File: config.mk
export PLATFORM = sky130hd
export DESIGN_NAME = spi_slave
export DESIGN_NICKNAME = d
export VERILOG_FILES = /design/src/rtl/spi_pkg.sv /design/src/rtl/spi_sync_edge.sv /design/src/rtl/spi_slave.sv
export SDC_FILE = /design/constraint.sdc
export NUM_CORES = 1
export LEC_CHECK = 0
export CORE_MARGIN = 2
export CORE_UTILIZATION = 40
export CTS_CLUSTER_SIZE = 20
export DETAILED_ROUTE_END_ITERATION = 8
export GPL_TIMING_DRIVEN = 0
export REMOVE_ABC_BUFFERS = 1
export SLEW_MARGIN = 10
export SYNTH_ARGS = -nofsm -noshare
export SYNTH_HDL_FRONTEND = slang
export SYNTH_SLANG_ARGS = --single-unit
File: constraint.sdc
create_clock -name clk -period 1.6 [get_ports clk]
set_input_delay 0.32 -clock clk [delete_from_list [all_inputs] [get_ports clk]]
set_output_delay 0.32 -clock clk [all_outputs]
set_load 0.1 [all_outputs]
File: src/rtl/spi_pkg.sv
// Shared constants and types for the SPI responder.
package spi_pkg;
  localparam int         DATA_W_DEF     = 8;
  localparam logic [7:0] DUMMY_BYTE_DEF = 8'hFF;
  localparam bit         CPOL           = 1'b0;
  localparam bit         CPHA           = 1'b0;

  typedef enum logic {
    IDLE,
    ACTIVE
  } state_t;
endpackage

File: src/rtl/spi_sync_edge.sv
// Multi-flop synchroniser for an asynchronous pin with rise/fall pulse outputs.
module spi_sync_edge #(
  parameter int   SYNC_STAGES = 2,
  parameter logic RESET_VAL   = 1'b0
) (
  input  logic clk,
  input  logic reset,
  input  logic din,
  output logic rise,
  output logic fall
);
  logic [SYNC_STAGES-1:0] sync_reg;
  logic                   dly_reg;

  always_ff @(posedge clk) begin
    if (reset) begin
      sync_reg <= {SYNC_STAGES{RESET_VAL}};
      dly_reg  <= RESET_VAL;
    end else begin
      sync_reg <= {sync_reg[SYNC_STAGES-2:0], din};
      dly_reg  <= sync_reg[SYNC_STAGES-1];
    end
  end

  assign rise = sync_reg[SYNC_STAGES-1] & ~dly_reg;
  assign fall = ~sync_reg[SYNC_STAGES-1] & dly_reg;
endmodule

File: src/rtl/spi_slave.sv
// Mode-0 SPI responder: oversampled sclk/cs_n/mosi, one-entry TX holding buffer,
// back-to-back bytes within one chip-select frame.
module spi_slave
  import spi_pkg::*;
#(
  parameter int                DATA_W      = DATA_W_DEF,
  parameter int                SYNC_STAGES = 2,
  parameter logic [DATA_W-1:0] DUMMY_BYTE  = DATA_W'(DUMMY_BYTE_DEF)
) (
  input  logic              clk,
  input  logic              reset,
  input  logic              en,
  input  logic              cs_n,
  input  logic              sclk,
  input  logic              mosi,
  output logic              miso,
  output logic              miso_oe,
  input  logic [DATA_W-1:0] tx_data,
  input  logic              tx_valid,
  output logic              tx_ready,
  output logic [DATA_W-1:0] data_out,
  output logic              rx_valid,
  output logic              tx_underrun,
  output logic              frame_abort
);
  localparam int CNT_W = $clog2(DATA_W);

  logic sclk_rise, sclk_fall, cs_rise, cs_fall;
  logic [SYNC_STAGES-1:0] mosi_sync_reg;
  logic mosi_s;

  spi_sync_edge #(.SYNC_STAGES(SYNC_STAGES), .RESET_VAL(1'b0)) u_sclk_sync (
    .clk(clk), .reset(reset), .din(sclk), .rise(sclk_rise), .fall(sclk_fall)
  );

  spi_sync_edge #(.SYNC_STAGES(SYNC_STAGES), .RESET_VAL(1'b1)) u_cs_sync (
    .clk(clk), .reset(reset), .din(cs_n), .rise(cs_rise), .fall(cs_fall)
  );

  // mosi needs the same latency as sclk so the sampled bit lines up with sclk_rise.
  always_ff @(posedge clk) begin
    if (reset) mosi_sync_reg <= '0;
    else       mosi_sync_reg <= {mosi_sync_reg[SYNC_STAGES-2:0], mosi};
  end
  assign mosi_s = mosi_sync_reg[SYNC_STAGES-1];

  state_t              state_reg;
  logic [DATA_W-1:0]   buf_reg;
  logic                buf_full_reg;
  logic [DATA_W-2:0]   tx_shift_reg;
  logic [DATA_W-2:0]   rx_shift_reg;
  logic [CNT_W-1:0]    bit_cnt_reg;
  logic                reload_reg;
  logic                miso_reg, miso_oe_reg, rx_valid_reg, tx_underrun_reg, frame_abort_reg;
  logic [DATA_W-1:0]   data_out_reg;

  logic              byte_start;
  logic              load;
  logic [DATA_W-1:0] next_byte;
  logic              next_underrun;

  assign tx_ready = ~buf_full_reg;
  assign load     = tx_valid & ~buf_full_reg;

  // A byte arriving in the same cycle as byte start bypasses the empty buffer.
  assign next_byte     = buf_full_reg ? buf_reg : (tx_valid ? tx_data : DUMMY_BYTE);
  assign next_underrun = ~buf_full_reg & ~tx_valid;

  always_comb begin
    byte_start = 1'b0;
    if (state_reg == IDLE) byte_start = en & cs_fall;
    else                   byte_start = en & ~cs_rise & sclk_fall & reload_reg;
  end

  always_ff @(posedge clk) begin
    if (reset) begin
      state_reg       <= IDLE;
      buf_reg         <= '0;
      buf_full_reg    <= 1'b0;
      tx_shift_reg    <= '0;
      rx_shift_reg    <= '0;
      bit_cnt_reg     <= '0;
      reload_reg      <= 1'b0;
      miso_reg        <= 1'b0;
      miso_oe_reg     <= 1'b0;
      data_out_reg    <= '0;
      rx_valid_reg    <= 1'b0;
      tx_underrun_reg <= 1'b0;
      frame_abort_reg <= 1'b0;
    end else begin
      rx_valid_reg    <= 1'b0;
      tx_underrun_reg <= 1'b0;
      frame_abort_reg <= 1'b0;

      if (byte_start) begin
        buf_full_reg <= 1'b0;
      end else if (load) begin
        buf_reg      <= tx_data;
        buf_full_reg <= 1'b1;
      end

      case (state_reg)
        IDLE: begin
          miso_oe_reg <= 1'b0;
          if (byte_start) begin
            tx_shift_reg    <= next_byte[DATA_W-2:0];
            miso_reg        <= next_byte[DATA_W-1];
            tx_underrun_reg <= next_underrun;
            miso_oe_reg     <= 1'b1;
            bit_cnt_reg     <= '0;
            rx_shift_reg    <= '0;
            reload_reg      <= 1'b0;
            state_reg       <= ACTIVE;
          end
        end
        ACTIVE: begin
          // Deselect (or disable) outranks any sclk edge seen in the same cycle.
          if (!en || cs_rise) begin
            frame_abort_reg <= (bit_cnt_reg != '0);
            miso_oe_reg     <= 1'b0;
            reload_reg      <= 1'b0;
            state_reg       <= IDLE;
          end else begin
            if (sclk_rise) begin
              rx_shift_reg <= {rx_shift_reg[DATA_W-3:0], mosi_s};
              if (bit_cnt_reg == CNT_W'(DATA_W - 1)) begin
                data_out_reg <= {rx_shift_reg, mosi_s};
                rx_valid_reg <= 1'b1;
                bit_cnt_reg  <= '0;
                reload_reg   <= 1'b1;
              end else begin
                bit_cnt_reg <= bit_cnt_reg + 1'b1;
              end
            end
            if (sclk_fall) begin
              if (reload_reg) begin
                tx_shift_reg    <= next_byte[DATA_W-2:0];
                miso_reg        <= next_byte[DATA_W-1];
                tx_underrun_reg <= next_underrun;
                reload_reg      <= 1'b0;
              end else begin
                miso_reg     <= tx_shift_reg[DATA_W-2];
                tx_shift_reg <= {tx_shift_reg[DATA_W-3:0], 1'b0};
              end
            end
          end
        end
        default: state_reg <= IDLE;
      endcase
    end
  end

  assign miso        = miso_reg;
  assign miso_oe     = miso_oe_reg;
  assign data_out    = data_out_reg;
  assign rx_valid    = rx_valid_reg;
  assign tx_underrun = tx_underrun_reg;
  assign frame_abort = frame_abort_reg;
endmodule
==> results_dict.tcl, run 1 <==
set metrics [dict create \
    min_path_cells 2 \
    p_int_mw 1.71 \
    peakVddDrop_uv 770 \
    initial_utilization 0.420 \
    pwr-share-clk 0.321 \
    cts_hold_buf 0 \
    setup_viol 0 \
    postSynthAreaPerCell_um2 9.46 \
    dieWidth_um 74.6 \
    ys_seq_area_frac 0.492 \
    ios 29 \
    final_cells 315 \
    cp-start-kind "register" \
    fin_skew_ns 0.00410 \
    grt.total_usage 0.152 \
    r2r_setup_slack_ns 0.007 \
    place_ws_ns -0.868 \
    period_share 0.996 \
    syn_to_final_growth_pct 33.4 \
    hpwl_um 2440 \
    layout-drive-gt1-share 0.226 \
    synth_warnings 0 \
    setup_ws_ns 0.00684 \
    cts_buffers 5 \
    reg2reg_to "bit_cnt_reg[0]$_SDFFE_PP0P_" \
    viasPerCell 4.92 \
    wl_um 3870 \
    rows 25 \
    gp_congestion 0.711 \
    clock_latency_ns 0.29 \
    worst_pin_slew_ns 0.571 \
    hold_viol_final 0 \
    critical_path_class "reg2reg" \
    layout_common_cells "dfxtp_1, nand2b_1, mux2i_1" \
    syn_area_mm2 0.00200 \
    required_ns 1.83 \
    first_pass_iters 4 \
    cts_max_path_buffers 2 \
    postRouteAntennaNets 0 \
    max_cap_violations 0 \
    syn_inst 211 \
    slew_headroom 0.618 \
    period_needed_ns 1.59 \
    antenna_found_initial 0 \
    powerDensity_mw_per_mm2 830 \
    grt_pass1_vias 1435 \
    grt_pass1_wl_um 6540 \
    grt_max_degree 55 \
    avgRoutedWirePerCell_um 12.3 \
    yosysUniqueCellTypes 36 \
    clk_pin_slew_ns 0.08 \
    htree_levels 2 \
    hold_class "in2reg" \
    leakage_nw 0.947 \
    place_inst 296 \
    r2r-start "u_cs_sync.sync_reg[1]$_SDFF_PP1_" \
    placed_area_mm2 0.00233 \
    post-route-cell-area_mm2 0.00266 \
    drc_errors 0 \
    clock-sinks 49 \
    final.setup.tns_ns 0 \
    comb_power_share 0.105 \
    postLayoutCoreUtil 0.560 \
    rsz0062_at_grt "true" \
    fmax_ghz 0.628 \
    cp.arrival_ns 1.82 \
    switchingPower_uw 505 \
    fp.dieH_um 74.6 \
    fin_nets 266 \
    slew_violations 0 \
    cts_root_buffer "clkbuf_8" \
    vias 1549 \
    cp-end-kind "register" \
    total_power_mw 2.21 \
    antennaDiodeCount 0 \
    holdPathEnd "bit_cnt_reg[1]$_SDFFE_PP0P_" \
    r2r_cells 4 \
    io_buffers 28 \
    p_seq_frac 0.573 \
    drt-initial-drc-count 73 \
    cts_tree "yes" \
    ys_seq_elements 49 \
    hold_slack_ns 0.301 \
    run_status "finished clean" \
    critPathMaxFanout 3 \
    p_sw_frac 0.228 \
    core_area_mm2 0.00475 \
    final_common_cell "dfxtp_1" \
    die_area_mm2 0.00557 \
    grt_overflow 0 \
    hold_start "reset" \
]
[routing by layer]
layer	part of all wire	up-vias	routed length (um)	track usage
met2	0.44	20	1690	0.232
met3	0.030	5	115	0.0335
met4	0.014	0	55	0.0536
li1	-	814	-	-
met5	0	-	0	0
met1	0.52	710	2020	0.212
[logic make-up after synthesis]
family                   after synthesis  share of synthesized area
AND/OR/NAND/NOR                       84                      0.236
AO/OA/AOI/OAI                         41                      0.140
flip-flops                            49                      0.492
buffers and inverters                 18                     0.0339
multiplexers                          16                     0.0802
adder cells (fa/ha/maj)                3                     0.0188
[area by class of cell]
type,count,area [um2]
fillers,449,2090
multi-input cells,144,1030
flip-flops and latches,49,992
repair buffers,41,442
clock buffers,7,86.3
well taps,67,83.8
inverters,7,26.3
[worst max-delay path, cell delays in order (launching register included)]
cell     delay [ns]
dfxtp_2        0.33
nor2b_4        0.13
or4b_4         0.53
or4_4          0.42
a21oi_2        0.11
[synth_stat cells]
master | instances | share of area
or4b_1 | 1 | 0.0050
nand2_2 | 1 | 0.0031
o31ai_2 | 1 | 0.0063
nand2b_1 | 21 | 0.066
nand4bb_1 | 1 | 0.0056
nor3_1 | 1 | 0.0025
nor2b_1 | 9 | 0.028
a211oi_1 | 2 | 0.0075
nor2_1 | 13 | 0.024
a31oi_1 | 6 | 0.019
nor2_2 | 1 | 0.0031
nand2_1 | 15 | 0.028
nor4b_2 | 1 | 0.0075
o2111ai_1 | 1 | 0.0044
or4_1 | 1 | 0.0038
o21a_1 | 5 | 0.019
nand4_1 | 1 | 0.0031
a221oi_1 | 1 | 0.0044
o221ai_1 | 5 | 0.022
nor3_2 | 1 | 0.0050
dfxtp_1 | 49 | 0.49
o21ai_0 | 1 | 0.0025
o221a_2 | 1 | 0.0056
clkbuf_1 | 11 | 0.021
a21oi_1 | 15 | 0.038
o41ai_1 | 1 | 0.0044
nand3_1 | 10 | 0.025
and3b_1 | 1 | 0.0044
nand3b_1 | 2 | 0.0075
mux2i_1 | 16 | 0.080
nor3b_1 | 1 | 0.0038
or2_2 | 3 | 0.0094
o22ai_1 | 1 | 0.0031
inv_1 | 7 | 0.013
a2111oi_0 | 1 | 0.0044
ha_1 | 3 | 0.019
[power groups by stage]
stage / sequential, mW / clock, mW / combinational, mW
5_1_grt: 1.27 / 0.786 / 0.254
4_1_cts: 1.27 / 0.742 / 0.229
3_5_place_dp: 1.30 / 0 / 0.207
2_1_floorplan: 1.30 / 0 / 0.109
3_3_place_gp: 1.30 / 0 / 0.204
6_report: 1.27 / 0.710 / 0.233
[worst max path at each step]
stage | startpoint | endpoint | slack (ns) | cells past startpoint
3_3_place_gp | reset | frame_abort$_SDFF_PP0_ | -0.99 | 2
4_1_cts | u_cs_sync.sync_reg[1]$_SDFF_PP1_ | bit_cnt_reg[0]$_SDFFE_PP0P_ | -0.01 | 4
3_5_place_dp | en | buf_reg[4]$_SDFFE_PP0P_ | -0.87 | 5
6_report | u_cs_sync.sync_reg[1]$_SDFF_PP1_ | bit_cnt_reg[0]$_SDFFE_PP0P_ | 0.007 | 4
2_1_floorplan | u_cs_sync.sync_reg[1]$_SDFF_PP1_ | bit_cnt_reg[0]$_SDFFE_PP0P_ | -0.16 | 4
5_1_grt | u_cs_sync.sync_reg[1]$_SDFF_PP1_ | bit_cnt_reg[0]$_SDFFE_PP0P_ | -0.03 | 4
[timing repair]
item	4_1_cts	5_1_grt
endpoints found under the hold margin	0	0
resized for setup	64	6
endpoints found under the setup margin	52	18
pin swaps	5	4
setup buffers	7	5
No activity file was read; power rests on OpenSTA's default activity.
==> run 2: changes to the inputs <==
Settings changed: ABC_CLOCK_PERIOD_IN_PS set to 1600, PLACE_DENSITY set to 0.6.
==> results of run 2 <==
Same layout as run 1: the final DEF is identical, and so are final timing and power.
==> run 3: changes to the inputs <==
Settings changed: SLEW_MARGIN 10 to unset.
==> results_dict.tcl, run 3 (synthesis gave the netlist of run 1 again) <==
set metrics [dict create \
    fp.dieH_um 74.6 \
    critPathMaxStageDelay_ns 0.53 \
    fin_skew_ns 0.00798 \
    routed-wl-met2_um 1740 \
    slew_violations 0 \
    setup_ws_ns 0.0273 \
    avgRoutedWirePerCell_um 12.7 \
    cts_hold_buf 0 \
    path_cells "nor2b_4 -> or4b_4 -> or4_1 -> a21oi_1" \
    grt.total_usage 0.157 \
    cp-end-kind "register" \
    path_delay_family "simple AND/OR/NAND/NOR gates" \
    grt_pass1_vias 1417 \
    initial_utilization 0.420 \
    io_buffers 28 \
    postLayoutCoreUtil 0.568 \
    cts_root_buffer "clkbuf_8" \
    clock-sinks 49 \
    vias 1580 \
    hold_slack_ns 0.414 \
    rsz0062_at_grt "true" \
    final_common_cell "dfxtp_1" \
    wl_um 4000 \
    max_cap_violations 0 \
    core_area_mm2 0.00475 \
    wl_met1_um 2030 \
    hold_viol_final 0 \
    fin_nets 266 \
    critical_path_class "reg2reg" \
    leakage_nw 0.952 \
    fmax_ghz 0.636 \
    htree_levels 2 \
    final.fill_count 444 \
    layout_common_cells "dfxtp_1, nand2b_1, mux2i_1" \
    drt-initial-drc-count 107 \
    first_pass_iters 4 \
    grt_overflow 0 \
    layout-drive-gt1-share 0.237 \
    grt_pass1_wl_um 6710 \
    pwr-share-clk 0.379 \
    cts_tree "yes" \
    slowest_stage "or4b_4" \
    period_share 0.983 \
    antenna_found_initial 0 \
    hpwl_um 2360 \
    routed.top_layer "met4" \
    place_ws_ns -0.883 \
    cp.arrival_ns 1.80 \
    critPathMaxFanout 2 \
    p_seq_frac 0.525 \
    run_status "finished clean" \
    cts_buffers 5 \
    antennaDiodeCount 0 \
    cp-start-kind "register" \
    slew_headroom 0.371 \
    cts_max_path_buffers 2 \
    ios 29 \
    viasPerCell 5.00 \
    wl_met3_um 187 \
    dieWidth_um 74.6 \
    die_area_mm2 0.00557 \
    peakVddDrop_uv 518 \
    clk_pin_slew_ns 0.09 \
    required_ns 1.82 \
    comb_power_share 0.095 \
    worst_pin_slew_ns 0.943 \
    p_int_mw 1.87 \
    postRouteAntennaNets 0 \
    hold_class "reg2reg" \
    drc_errors 0 \
    p_sw_frac 0.227 \
    rows 25 \
    gp_congestion 0.711 \
    clock_latency_ns 0.30 \
    powerDensity_mw_per_mm2 895 \
    setup_viol 0 \
    period_needed_ns 1.57 \
    grt_max_degree 60 \
    crit_buf_inv 0 \
    switchingPower_uw 547 \
    syn_to_final_growth_pct 35.2 \
]
[run 3: cell types whose count changed in the layout (fill, tap and decap cells not counted), sizes merged]
cell / change
clkinvlp: +1
clkbuf: -1
bufinv: +1
[run 3: repair_timing]
item	in CTS	in global routing
hold endpoints to repair	0	0
setup buffers	8	5
resized for setup	65	8
pin swaps	5	3
setup endpoints to repair	52	30
[run 3: power groups by stage]
stage	clock network (mW)	logic, mW	registers (mW)
final	0.916	0.230	1.27
after global routing	0.987	0.249	1.27
after CTS	0.941	0.224	1.27
after detailed placement	0	0.202	1.30
after global placement	0	0.204	1.30
after floorplan	0	0.109	1.30
[run 3: routing by layer]
layer,vias to the layer above,track usage
li1,814,-
met1,729,0.224
met2,32,0.230
met4,0,0.0536
met3,5,0.0415
met5,-,0
[run 3: per-stage QoR]
step           instance area [um2]  power, mW  setup TNS [ns]  instances
5_1_grt                       2700       2.51         -0.0221        316
2_1_floorplan                 1950       1.41          -0.669        200
6_report                      2700       2.41               0        316
3_3_place_gp                  2320       1.50          -42.45        295
3_5_place_dp                  2310       1.50          -29.46        295
4_1_cts                       2620       2.43               0        311
[run 3: worst register-to-register path, stage by stage (launching register included)]
cell and delay, ns:
dfxtp_2 0.33, nor2b_4 0.12, or4b_4 0.53, or4_1 0.40, a21oi_1 0.12
[run 3: final timing paths]
path | end | slack, ns | depth (start not counted) | from
worst min-delay path | u_cs_sync.sync_reg[1]$_SDFF_PP1_ | 0.41 | 1 | u_cs_sync.sync_reg[0]$_SDFF_PP1_
worst max-delay path | bit_cnt_reg[0]$_SDFFE_PP0P_ | 0.03 | 4 | u_cs_sync.sync_reg[1]$_SDFF_PP1_
worst max register to register | bit_cnt_reg[0]$_SDFFE_PP0P_ | 0.03 | 4 | u_cs_sync.sync_reg[1]$_SDFF_PP1_
worst min register to register | u_cs_sync.sync_reg[1]$_SDFF_PP1_ | 0.41 | 1 | u_cs_sync.sync_reg[0]$_SDFF_PP1_
[run 3: layout make-up]
cell class                 instances  area, um2  area share
multi-input combinational        144       1050       0.388
sequential                        49        992       0.368
timing repair buffer              41        429       0.159
tap                               67       83.8      0.0311
clock buffer                       6       82.6      0.0306
clock inverter                     2       37.5      0.0139
inverter                           7       26.3     0.00974
